--- config.mk ---
export PLATFORM = sky130hd
export DESIGN_NAME = mem_bus_fabric
export DESIGN_NICKNAME = d
export VERILOG_FILES = /design/src/rtl/mem_bus_fabric.sv
export SDC_FILE = /design/constraint.sdc
export NUM_CORES = 1
export LEC_CHECK = 0
export ABC_AREA = 1
export BUFFER_PORTS_ARGS = -buffer_cell sky130_fd_sc_hd__buf_2
export CAP_MARGIN = 20
export CORE_AREA = 3 3 106 108
export CTS_CLUSTER_DIAMETER = 80
export DETAILED_ROUTE_END_ITERATION = 12
export DIE_AREA = 0 0 109 111
export PLACE_DENSITY = 0.76
export SYNTH_ARGS = -nofsm -noshare
export SYNTH_HDL_FRONTEND = slang
export SYNTH_SLANG_ARGS = --single-unit
--- constraint.sdc ---
create_clock -name clk_i -period 1.75 [get_ports clk_i]
set_input_delay 0.0875 -clock clk_i [delete_from_list [all_inputs] [get_ports clk_i]]
set_output_delay 0.0875 -clock clk_i [all_outputs]
set_load 0.05 [all_outputs]
--- src/rtl/mem_bus_fabric.sv ---
// Single-master memory-bus fabric: registered address decode, one-hot slave select and
// per-slave ready handshake. Optional watchdog on unresponsive slaves via BUS_TIMEOUT_EN.
module mem_bus_fabric #(
  parameter int unsigned DATA_WIDTH     = 32,
  parameter int unsigned ADDR_WIDTH     = 32,
  parameter int unsigned NUM_SLAVES     = 4,
  parameter int unsigned WINDOW_BITS    = 7,
  parameter logic [ADDR_WIDTH-1:0] BASE_ADDR = 32'h1001_0000,
  parameter int unsigned TIMEOUT_CYCLES = 16
) (
  input  logic                             clk_i,
  input  logic                             rst_i,
  input  logic                             m_req_i,
  input  logic                             m_we_i,
  input  logic [ADDR_WIDTH-1:0]            m_addr_i,
  input  logic [DATA_WIDTH-1:0]            m_wdata_i,
  output logic [DATA_WIDTH-1:0]            m_rdata_o,
  output logic                             m_ready_o,
  output logic                             m_err_o,
  output logic                             m_busy_o,
  output logic [NUM_SLAVES-1:0]            s_sel_o,
  output logic                             s_we_o,
  output logic [WINDOW_BITS-1:0]           s_addr_o,
  output logic [DATA_WIDTH-1:0]            s_wdata_o,
  input  logic [NUM_SLAVES*DATA_WIDTH-1:0] s_rdata_i,
  input  logic [NUM_SLAVES-1:0]            s_ready_i
);

  localparam int unsigned IdxW   = $clog2(NUM_SLAVES);
  localparam int unsigned TagLsb = WINDOW_BITS + IdxW;

  localparam logic [1:0] StIdle   = 2'd0;
  localparam logic [1:0] StAccess = 2'd1;
  localparam logic [1:0] StResp   = 2'd2;

  if (NUM_SLAVES < 2 || (NUM_SLAVES & (NUM_SLAVES - 1)) != 0 || TIMEOUT_CYCLES == 0)
  begin : g_param_check
    $error("mem_bus_fabric: bad NUM_SLAVES or TIMEOUT_CYCLES");
  end

  logic [1:0]            state_q, state_d;
  logic [NUM_SLAVES-1:0] s_sel_q, s_sel_d;
  logic                  s_we_q, s_we_d;
  logic [WINDOW_BITS-1:0] s_addr_q, s_addr_d;
  logic [DATA_WIDTH-1:0] s_wdata_q, s_wdata_d;
  logic [DATA_WIDTH-1:0] m_rdata_q, m_rdata_d;
  logic                  m_ready_q, m_ready_d;
  logic                  m_err_q, m_err_d;
  logic                  m_busy_q, m_busy_d;

  logic [IdxW-1:0]       idx;
  logic                  hit;
  logic                  sel_ready;
  logic [DATA_WIDTH-1:0] sel_rdata;

  assign idx       = m_addr_i[WINDOW_BITS +: IdxW];
  assign hit       = (m_addr_i[ADDR_WIDTH-1:TagLsb] == BASE_ADDR[ADDR_WIDTH-1:TagLsb]);
  assign sel_ready = |(s_sel_q & s_ready_i);

  // s_sel_q is one-hot (or zero), so an OR-mux picks the selected slave's data
  always_comb begin
    sel_rdata = '0;
    for (int i = 0; i < NUM_SLAVES; i++) begin
      if (s_sel_q[i]) sel_rdata = sel_rdata | s_rdata_i[i*DATA_WIDTH +: DATA_WIDTH];
    end
  end

`ifdef BUS_TIMEOUT_EN
  localparam int unsigned CntW = $clog2(TIMEOUT_CYCLES + 1);
  logic [CntW-1:0] cnt_q, cnt_d;
`endif

  always_comb begin
    state_d   = state_q;
    s_sel_d   = s_sel_q;
    s_we_d    = s_we_q;
    s_addr_d  = s_addr_q;
    s_wdata_d = s_wdata_q;
    m_rdata_d = m_rdata_q;
    m_ready_d = 1'b0;
    m_err_d   = 1'b0;
`ifdef BUS_TIMEOUT_EN
    cnt_d     = cnt_q;
`endif
    case (state_q)
      StIdle: begin
        if (m_req_i) begin
          s_we_d    = m_we_i;
          s_addr_d  = m_addr_i[WINDOW_BITS-1:0];
          s_wdata_d = m_wdata_i;
          if (hit) begin
            s_sel_d      = '0;
            s_sel_d[idx] = 1'b1;
            state_d      = StAccess;
`ifdef BUS_TIMEOUT_EN
            cnt_d        = '0;
`endif
          end else begin
            s_sel_d   = '0;
            m_rdata_d = '0;
            m_ready_d = 1'b1;
            m_err_d   = 1'b1;
            state_d   = StResp;
          end
        end
      end
      StAccess: begin
        if (sel_ready) begin
          m_rdata_d = s_we_q ? '0 : sel_rdata;
          s_sel_d   = '0;
          m_ready_d = 1'b1;
          state_d   = StResp;
`ifdef BUS_TIMEOUT_EN
        end else if (cnt_q == CntW'(TIMEOUT_CYCLES - 1)) begin
          // Limit reached in this cycle with no ready: abandon the slave
          m_rdata_d = '0;
          s_sel_d   = '0;
          m_ready_d = 1'b1;
          m_err_d   = 1'b1;
          state_d   = StResp;
        end else begin
          cnt_d = cnt_q + 1'b1;
`endif
        end
      end
      StResp:  state_d = StIdle;
      default: begin
        state_d = StIdle;
        s_sel_d = '0;
      end
    endcase
    m_busy_d = (state_d != StIdle);
  end

  always_ff @(posedge clk_i) begin
    if (rst_i) begin
      state_q   <= StIdle;
      s_sel_q   <= '0;
      s_we_q    <= 1'b0;
      s_addr_q  <= '0;
      s_wdata_q <= '0;
      m_rdata_q <= '0;
      m_ready_q <= 1'b0;
      m_err_q   <= 1'b0;
      m_busy_q  <= 1'b0;
`ifdef BUS_TIMEOUT_EN
      cnt_q     <= '0;
`endif
    end else begin
      state_q   <= state_d;
      s_sel_q   <= s_sel_d;
      s_we_q    <= s_we_d;
      s_addr_q  <= s_addr_d;
      s_wdata_q <= s_wdata_d;
      m_rdata_q <= m_rdata_d;
      m_ready_q <= m_ready_d;
      m_err_q   <= m_err_d;
      m_busy_q  <= m_busy_d;
`ifdef BUS_TIMEOUT_EN
      cnt_q     <= cnt_d;
`endif
    end
  end

  assign m_rdata_o = m_rdata_q;
  assign m_ready_o = m_ready_q;
  assign m_err_o   = m_err_q;
  assign m_busy_o  = m_busy_q;
  assign s_sel_o   = s_sel_q;
  assign s_we_o    = s_we_q;
  assign s_addr_o  = s_addr_q;
  assign s_wdata_o = s_wdata_q;

endmodule

Yosys cells after proc, flatten, opt, wreduce, memory -nomap -nowiden
Cells that the tools add are included.
Storage, ports and cells
  flip-flop bits (word level): 81
  bits in latches: 0
  bits in writable memories: 0
  bits in read-only memories: 0
  input bits: 200
  output and inout bits: 79
  logic and storage cells: 55
  memories: 0
Cells by class
  add/sub/neg operators: 0
  multiply operators: 0
  divide/modulo/power cells: 0
  order comparisons: 2
  eq/ne operators: 6
  shift-type cells: 0
  multiplexer cells: 23
  bitwise logic cells: 6
  reduce and logical (&&, ||, !) cells: 9
Operators by type and width (number)
  $mux W32: 8
  $or A32 B32 Y32: 3
  $pmux W32 S2: 1
  $eq A23 B20 Y1 const B: 1
  $mux W4: 3
  $pmux W4 S3: 1
  $mux W2: 3
  $ne A2 B2 Y1 const B: 3
  $and A4 B4 Y4: 1
  $mux W1: 4
  $pmux W2 S2: 1
  $reduce_and A4 Y1: 1
  $reduce_bool A2 Y1: 2
  $reduce_or A4 Y1: 1
  $lt A2 B3 Y1 const B: 1
  $reduce_and A3 Y1: 1
  $demux W1 S2: 1
  $eq A2 B1 Y1 const B: 1
  $eq A2 B2 Y1 const B: 1
  $ge A2 B1 Y1 const B: 1
  $logic_not A2 Y1: 1
  $not A1 Y1: 2
  $pmux W1 S2: 1
  $reduce_and A2 Y1: 1
  other kinds (2): 2

Depth between registers and ports, before layout
Gate-level depths: netlist (run 1).
  word-level depth: 10
  gate-level depth with buffers: 10

Worst setup path before layout (run 1)
OpenSTA, ideal clock, no wires.
  path kind: reg-to-reg
  start point: reg s_sel_q[3], in the netlist s_sel_o[3]
  end point: reg m_rdata_q[10], in the netlist m_rdata_o[10]
  setup time: 117 ps
  data arrival time: 1605 ps
  data required time: 1633 ps
  slack: 29 ps
  stages on the path, launching flop included: 11
  path buffers: 3
  clock period less this slack: 1721 ps
  path through: dfxtp_1 -> buf_2 -> nand2_1 -> nand2_1 -> nor2_2 -> o21ai_2 -> buf_6 -> buf_4 -> nand3_1 -> nand2_1 -> nor2_1
On the way
  word-level cells in the longest chain between the ends: 4
  elaborated cells on any way between the ends: 8
Ends and longest elaborated chain
  start, declared: RTL line 42  | logic [NUM_SLAVES-1:0] s_sel_q, s_sel_d;
  start signal, assigned: RTL line 151  | s_sel_q <= s_sel_d;
  $and A4 B4 Y4 or $mux W32 (tied branches): RTL line 58, 64
  $reduce_or A4 Y1 or $mux W32 (tied branches): RTL line 58, 109
  $ne A2 B2 Y1 (no source line) or $mux W32 (tied branches)
  $reduce_and A4 Y1 (no source line) or $pmux W32 S2 (tied branches)
  end signal, assigned: RTL line 155  | m_rdata_q <= m_rdata_d;
  end, declared: RTL line 46  | logic [DATA_WIDTH-1:0] m_rdata_q, m_rdata_d;
Parallel ways exist; a longest one is shown, timed or not. The select of a mux whose other input is x is not followed.
A chain may end at the register's enable or synchronous reset.

Worst setup path after layout (run 1)
  start point: reg s_sel_q[1], in the netlist s_sel_o[1]
  end point: out s_sel_o[1]
RTL lines
  end, declared: RTL line 21  | output logic [NUM_SLAVES-1:0] s_sel_o,
No word-level cell between the ends.

==> results_dict.tcl, run 1 <==
set metrics [dict create \
    status "completed" \
    drt-initial-drc-count 241 \
    final_layout_size_suffix_gt1_share_pct 33.7 \
    clk_path_buf_depth 2 \
    synth_area_sq_um 4100 \
    setup_violations 0 \
    yosysWarningCount 0 \
    worst-setup-path-type "reg -> out" \
    cp_max_fo 34 \
    leakagePower_nw 3.16 \
    ys_ff_latch 81 \
    ir_worst_vdd_mv 0.490 \
    worstMarginPinSlew_ps 487 \
    cts-root-buf "clkbuf_8" \
    final.setup_skew_ps 14.5 \
    period_minus_slack_ps 1470 \
    ctsHtreeMaxLevel 3 \
    holdCritPathClass "in -> reg" \
    fmax_mhz 679 \
    wl_per_cell_um 14.0 \
    clk_pin_slew_ps 90 \
    period_share_pct 84.2 \
    antenna_cells 0 \
    grtUsageTotal_pct 24.1 \
    cp.arrival_ps 1390 \
    cts_buffers 9 \
    die-height_um 111 \
    drc_errors 0 \
    core_sq_um 10300 \
    cts_tree "built" \
    post_cts_buffers 0 \
    ys_types 21 \
    finalHoldViolCount 0 \
    clkLatencyLatePin_ps 350 \
    fin_nets 1147 \
    place.gp.congestion 0.810 \
    vias 5353 \
    grt_max_degree 57 \
    via_per_inst 4.92 \
    rsz0062_at_grt "no" \
    io_pins 279 \
    n_fill_cell 1007 \
    power.total_mw 5.03 \
    netlist_instances 650 \
    die_w_um 109 \
    setup_tns_ps 0 \
    p_per_area_nw_per_um2 803 \
    grt_pass1_vias 4946 \
    numClockSinks 81 \
    cts_resized 0 \
    syn_nets 850 \
    overflow 0 \
    maxSlewViolCount 0 \
    seq_area_frac_synth_pct 39.6 \
    avgSynthCellArea_sq_um 6.30 \
    area_delta_synth_final_pct 53.0 \
    drtPass1Iterations 5 \
    startpoint_type "register" \
    dieArea_sq_um 12100 \
    io_buffers 278 \
    rows 37 \
    holdBufCountCts 41 \
    critPathRequiredTime_ps 1660 \
    start_util_pct 39.7 \
    hpwl_mm 10.6 \
    antenna_found_initial 0 \
    grt_pass1_wl_mm 23.6 \
    maxCapViolCount 0 \
    antenna_left 0 \
    max_slew_margin_pct 67.3 \
    endpoint_kind "output pin" \
    wirelength_mm 15.2 \
]
## cell usage in the layout (no fill, tap or decap), types with 2 or more instances in the layout
master / Yosys / final
inv_1: 14 / 13
nand3_1: 36 / 36
dfxtp_1: 81 / 81
buf_4: 5 / 12
clkbuf_8: 0 / 9
a21boi_0: 4 / 4
inv_2: 3 / 4
o21ai_0: 41 / 41
nand4_1: 30 / 30
bufinv_16: 0 / 4
buf_12: 0 / 4
nor2_2: 4 / 5
buf_2: 11 / 278
nor3_1: 4 / 4
a41oi_1: 4 / 4
nor2_1: 141 / 140
nand2_1: 207 / 207
dlygate4sd3_1: 0 / 41
inv_6: 0 / 2
a21oi_1: 28 / 28
## stage by stage
step | worst slack (ps) | util (%) | hold WS (ps) | area [sq um] | instances
after detailed placement | 285 | 54.2 | 317 | 5590 | 1031
final | 277 | 60.7 | 158 | 6270 | 1088
after global routing | 164 | 60.7 | 178 | 6270 | 1088
after CTS | 244 | 60.7 | 131 | 6270 | 1088
after global placement | 325 | 54.2 | 308 | 5590 | 1031
after floorplan | 28.6 | - | 222 | 4100 | 650
## layer usage
layer	share of wire [%]	GRT usage (%)
met5	0	0
met4	1.4	6.23
met3	9.9	5.77
met2	49	42.6
met1	40	28.6
## worst max-delay path, stage by stage (launching register included)
cell     delay (ps)
dfxtp_1         330
buf_4           350
buf_2           340
## power breakdown
part / switching [mW] / total (mW) / leakage [nW] / internal [mW]
clock network: 0.706 / 1.81 / 0.131 / 1.10
logic: 0.778 / 1.20 / 2.36 / 0.418
registers: 0.0581 / 2.02 / 0.669 / 1.97
total: 1.54 / 5.03 / 3.16 / 3.49
## Yosys cell counts, drive strengths merged
| library cell | number | area [sq um] |
|---|---|---|
| a21boi | 4 | 30.0 |
| a21oi | 28 | 140 |
| a41oi | 4 | 35.0 |
| buf | 20 | 138 |
| clkbuf | 29 | 109 |
| dfxtp | 81 | 1620 |
| inv | 17 | 63.8 |
| nand2 | 208 | 788 |
| nand3 | 36 | 180 |
| nand4 | 30 | 188 |
| nor2 | 146 | 566 |
| nor3 | 4 | 20.0 |
| o21ai | 43 | 219 |
## cell families (layout without fill, tap and decap cells)
group	after synthesis	count (layout)	synth area share, %
flip-flops	81	81	39.6
buffers and inverters	66	368	7.57
AO/OA/AOI/OAI	79	79	10.4
AND/OR/NAND/NOR	424	424	42.5
## state kept, by name (all words and copies together) (netlist names)
name and cells:
s_sel_o 4, s_we_o 1, s_wdata_o 32, state_q 2
m_err_o 1, m_ready_o 1, s_addr_o 7, m_busy_o 1
m_rdata_o 32
## area by class of cell
class	instances	area (sq um)	share of cell area, %
inverter	17	63.8	1.02
clock inverter	6	138	2.20
sequential	81	1620	25.9
tap	136	170	2.71
clock buffer	10	128	2.04
timing repair buffer	335	1970	31.5
multi-input combinational	503	2180	34.7
## worst paths after layout
path	slack, ps	cells past startpoint	end	from
worst min-delay path	160	5	m_rdata_o[13]	s_rdata_i[13]
worst min register to register	480	2	m_rdata_o[6]	m_rdata_o[6]
worst max register to register	330	9	m_rdata_o[1]	state_q[0]
worst max-delay path	280	2	s_sel_o[1]	s_sel_o[1]
Note: power is estimated with default switching activity, not from simulation.
==> inputs of run 2 (changes only) <==
--- a/config.mk
+++ b/config.mk
@@ -8,11 +8,12 @@
 export ABC_AREA = 1
 export BUFFER_PORTS_ARGS = -buffer_cell sky130_fd_sc_hd__buf_2
 export CAP_MARGIN = 20
-export CORE_AREA = 3 3 106 108
+export CORE_ASPECT_RATIO = 1.5
+export CORE_MARGIN = 3
+export CORE_UTILIZATION = 38
 export CTS_CLUSTER_DIAMETER = 80
 export DETAILED_ROUTE_END_ITERATION = 12
-export DIE_AREA = 0 0 109 111
-export PLACE_DENSITY = 0.76
+export PLACE_DENSITY = 0.77
 export SYNTH_ARGS = -nofsm -noshare
 export SYNTH_HDL_FRONTEND = slang
 export SYNTH_SLANG_ARGS = --single-unit
==> constraint.sdc (replaced) <==
create_clock -name clk_i -period 1.3 [get_ports clk_i]
set_input_delay 0.065 -clock clk_i [delete_from_list [all_inputs] [get_ports clk_i]]
set_output_delay 0.065 -clock clk_i [all_outputs]
set_load 0.05 [all_outputs]
==> results_dict.tcl, run 2 (synthesis gave the netlist of run 1 again) <==
set metrics [dict create \
    status "complete, but fails checks" \
    violations "negative setup slack" \
    hp-start "m_addr_i[8]" \
    hpwl_mm 10.8 \
    max_slew_margin_pct 77.3 \
    drt-initial-drc-count 210 \
    r2r-start "state_q[0]" \
    core_sq_um 10300 \
    clk_pin_slew_ps 60 \
    wl_per_cell_um 15.2 \
    final_common_cell "buf_2" \
    drtPass1Iterations 4 \
    finalHoldViolCount 0 \
    ctsHtreeMaxLevel 3 \
    worstMarginPinSlew_ps 341 \
    rows 45 \
    antenna_left 0 \
    grt_use_met3_pct 7.18 \
    p_per_area_nw_per_um2 967 \
    place.gp.congestion 0.846 \
    drc_errors 0 \
    grt_use_met1_pct 28.4 \
    clkLatencyLatePin_ps 330 \
    cts_buffers 9 \
    setup_violations 30 \
    dieArea_sq_um 12100 \
    fin_nets 1180 \
    final_cell_mix "buf_2 (274), nand2_1 (191), nor2_1 (133)" \
    grt_max_degree 49 \
    cts-root-buf "clkbuf_16" \
    final_core_util_pct 69.3 \
    startpoint_type "register" \
    numClockSinks 81 \
    fmax_mhz 739 \
    leakagePower_nw 3.51 \
    io_buffers 278 \
    final_layout_size_suffix_gt1_share_pct 42.9 \
    grt_pass1_vias 5508 \
    detailedPlace.worstSlack_ps -91.1 \
    via_per_inst 5.01 \
    maxCapViolCount 0 \
    vias 5641 \
    period_share_pct 104 \
    use_met2_pct 49.4 \
    worstSetupStartpoint "state_q[0]" \
    grtUsageTotal_pct 27.0 \
    cp_max_fo 8 \
    rsz0062_at_grt "yes" \
    cts_tree "built" \
    critPathRequiredTime_ps 1520 \
    maxSlewViolCount 0 \
    antenna_found_initial 0 \
    ir_worst_vdd_mv 0.871 \
    die-height_um 133 \
    io_pins 279 \
    whs_ps 150 \
    antenna_cells 0 \
    clk_path_buf_depth 2 \
    die_w_um 90.8 \
    period_minus_slack_ps 1350 \
    final.setup_skew_ps 4.22 \
    worst-setup-path-type "reg -> reg" \
    cp.arrival_ps 1570 \
    gr-max-usage-layer "met2" \
    setup_ws_ps -53.0 \
    wirelength_mm 17.1 \
    holdCritPathClass "in -> reg" \
    start_util_pct 39.8 \
    overflow 0 \
    endpoint_kind "register" \
    area_delta_synth_final_pct 74.3 \
    grt_pass1_wl_mm 26.6 \
]
[run 2: power by group]
part	internal (mW)	switching (mW)
combinational	0.683	1.13
sequential	2.64	0.0892
clock	1.31	1.06
total	4.63	2.27
[run 2: stage by stage]
stage	cells	total power, mW	setup TNS, ps	cell area, sq um
floorplan	650	3.73	-2840	4150
CTS	1122	6.87	-147	6920
detailed placement	1043	4.30	-891	5740
finish	1126	6.91	-649	7140
global placement	1043	4.29	-288	5740
global route	1126	7.20	-2580	7140
[run 2: per-layer routing]
metal	vias up	wire [um]
met5	-	0
met4	0	663
met3	46	1380
met2	278	8990
li1	2756	-
met1	2561	6040
[run 2: worst paths after layout]
| check | end | slack [ps] | cells past startpoint |
|---|---|---|---|
| setup reg to reg | m_rdata_o[5] | -50 | 8 |
| hold / removal | s_sel_o[1] | 150 | 6 |
| hold reg to reg | m_rdata_o[11] | 470 | 2 |
| setup / recovery | m_rdata_o[5] | -50 | 8 |
[run 2: worst max-delay path, cell delays in order (launching register included)]
cell and delay (ps):
dfxtp_2 360, buf_6 110, nand2_4 60, o21ai_4 230, buf_6 170, buf_12 130, nand3_2 50, nand2_1 70
nor2_1 50
[run 2: what timing repair did]
| action | CTS | global route |
|---|---|---|
| resized for setup | 58 | 68 |
| setup endpoints to repair | 33 | 72 |
| pin swaps | 32 | 28 |
| gates cloned | 7 | 2 |
| hold endpoints to repair | 41 | 0 |
| hold buffers | 41 | 0 |
| buffers inserted | 17 | 5 |
[run 2: layout make-up]
| type | instances | area, sq um |
|---|---|---|
| tap | 141 | 176 |
| inverter | 17 | 71.3 |
| timing repair buffer | 366 | 2470 |
| fill | 870 | 3160 |
| multi-input combinational | 505 | 2500 |
| sequential | 81 | 1640 |
| clock buffer | 9 | 225 |
| clock inverter | 7 | 55.1 |
==> inputs of run 3 (changes only) <==
--- a/config.mk
+++ b/config.mk
@@ -14,6 +14,7 @@
 export CTS_CLUSTER_DIAMETER = 80
 export DETAILED_ROUTE_END_ITERATION = 12
 export PLACE_DENSITY = 0.77
+export RECOVER_POWER = 50
 export SYNTH_ARGS = -nofsm -noshare
 export SYNTH_HDL_FRONTEND = slang
 export SYNTH_SLANG_ARGS = --single-unit
==> results_dict.tcl, run 3 (synthesis gave the netlist of run 1 again) <==
set metrics [dict create \
    status "complete, but fails checks" \
    violations "negative setup slack" \
    holdCritPathClass "in -> reg" \
    area_delta_synth_final_pct 74.3 \
    place.gp.congestion 0.846 \
    antenna_found_initial 0 \
    antenna_left 0 \
    die-height_um 133 \
    startpoint_type "register" \
    numClockSinks 81 \
    crit_slowest_cell "dfxtp_2" \
    setup_ws_ps -50.1 \
    overflow 0 \
    core_sq_um 10300 \
    start_util_pct 39.8 \
    grt_max_degree 49 \
    final.setup_skew_ps 4.39 \
    cts-root-buf "clkbuf_16" \
    via_per_inst 5.02 \
    n_fill_cell 870 \
    wirelength_mm 17.1 \
    final_cell_mix "buf_2 (217), nand2_1 (191), nor2_1 (133)" \
    critPathRequiredTime_ps 1520 \
    dieArea_sq_um 12100 \
    clkLatencyLatePin_ps 330 \
    die_w_um 90.8 \
    fin_nets 1180 \
    maxCapViolCount 0 \
    rsz0062_at_grt "yes" \
    grt_pass1_vias 5508 \
    clk_path_buf_depth 2 \
    period_share_pct 104 \
    numPlacedInstances 1043 \
    grtUsageTotal_pct 27.0 \
    wl_per_cell_um 15.2 \
    cts_buffers 9 \
    cp.arrival_ps 1570 \
    slowest_delay_ps 360 \
    io_buffers 278 \
    period_minus_slack_ps 1350 \
    crit_path_frequent_cell "buf_6" \
    worst-path-buf-inv 3 \
    final_common_cell "buf_2" \
    cp_top_family "buffers and inverters" \
    ir_worst_vdd_mv 0.870 \
    fmax_mhz 741 \
    final_layout_size_suffix_gt1_share_pct 42.9 \
    io_pins 279 \
    whs_ps 150 \
    hpwl_mm 10.8 \
    drtPass1Iterations 5 \
    cp_max_fo 8 \
    instances_no_fill 1126 \
    max_slew_margin_pct 77.3 \
    rows 45 \
    p_per_area_nw_per_um2 968 \
    leakagePower_nw 3.48 \
    cts_tree "built" \
    grt_pass1_wl_mm 26.6 \
    setup_violations 30 \
    maxSlewViolCount 0 \
    vias 5648 \
    antenna_cells 0 \
    ctsHtreeMaxLevel 3 \
    worstMarginPinSlew_ps 341 \
    clk_pin_slew_ps 60 \
    worst-setup-path-type "reg -> reg" \
    crit_chain "buf_6 -> nand2_4 -> o21ai_4 -> buf_6 -> buf_12 -> nand3_2 -> nand2_1 -> nor2_1" \
    drc_errors 0 \
    drt-initial-drc-count 224 \
    endpoint_kind "register" \
    finalHoldViolCount 0 \
]
-- run 3: cell count changes in the layout (fill, tap and decap cells not counted) --
cell      change
clkbuf_2     +57
buf_2        -57
-- run 3: per-layer routing --
| metal | share of wire (%) | vias up | routed length, um | track usage, % |
|---|---|---|---|---|
| li1 | - | 2756 | - | - |
| met1 | 36 | 2559 | 6170 | 28.4 |
| met2 | 52 | 280 | 8840 | 49.4 |
| met3 | 7.7 | 53 | 1320 | 7.18 |
| met4 | 4.5 | 0 | 763 | 12.7 |
| met5 | 0 | - | 0 | 0 |
-- run 3: worst paths after layout --
| kind | slack (ps) | cells after the start | from | to |
|---|---|---|---|---|
| max reg2reg | -50 | 8 | state_q[0] | m_rdata_o[5] |
| min reg2reg | 470 | 2 | m_rdata_o[11] | m_rdata_o[11] |
| max | -50 | 8 | state_q[0] | m_rdata_o[5] |
| min | 150 | 6 | m_addr_i[8] | s_sel_o[1] |
-- run 3: through the flow --
stage	setup slack (ps)	util (%)	cell area (sq um)	setup TNS, ps	power (mW)
after floorplan	-106	-	4150	-2840	3.73
after global placement	-79.8	55.7	5740	-288	4.29
after detailed placement	-91.1	55.7	5740	-891	4.30
after CTS	-29.5	67.2	6920	-147	6.87
after global routing	-103	69.3	7140	-2580	7.20
final	-50.1	69.3	7140	-620	6.91
-- run 3: report_power, final --
group | total, mW | switching (mW) | internal, mW
registers | 2.74 | 0.0933 | 2.64
clock network | 2.37 | 1.06 | 1.31
logic | 1.80 | 1.12 | 0.679
-- run 3: cell type report --
| class | count | area [sq um] | share of cell area [%] |
|---|---|---|---|
| Sequential cell | 81 | 1640 | 23.0 |
| Clock buffer | 9 | 225 | 3.15 |
| Timing Repair Buffer | 366 | 2470 | 34.6 |
| Tap cell | 141 | 176 | 2.47 |
| Clock inverter | 7 | 55.1 | 0.771 |
| Multi-Input combinational cell | 505 | 2500 | 35.0 |
| Inverter | 17 | 71.3 | 0.999 |
-- run 3: repair_timing --
action,4_1_cts,5_1_grt
cloned,7,2
hold endpoints to repair,41,0
setup endpoints to repair,33,72
hold buffers,41,0
resized for setup,58,68
pin swaps,32,28
setup buffers,17,5
-- run 3: tightest hold or removal path, cell delays in order --
cell	delay [ps]
buf_2	100
nor3_1	50
nand3_1	70
nor2_1	40
nor2_1	80
nor2_1	40
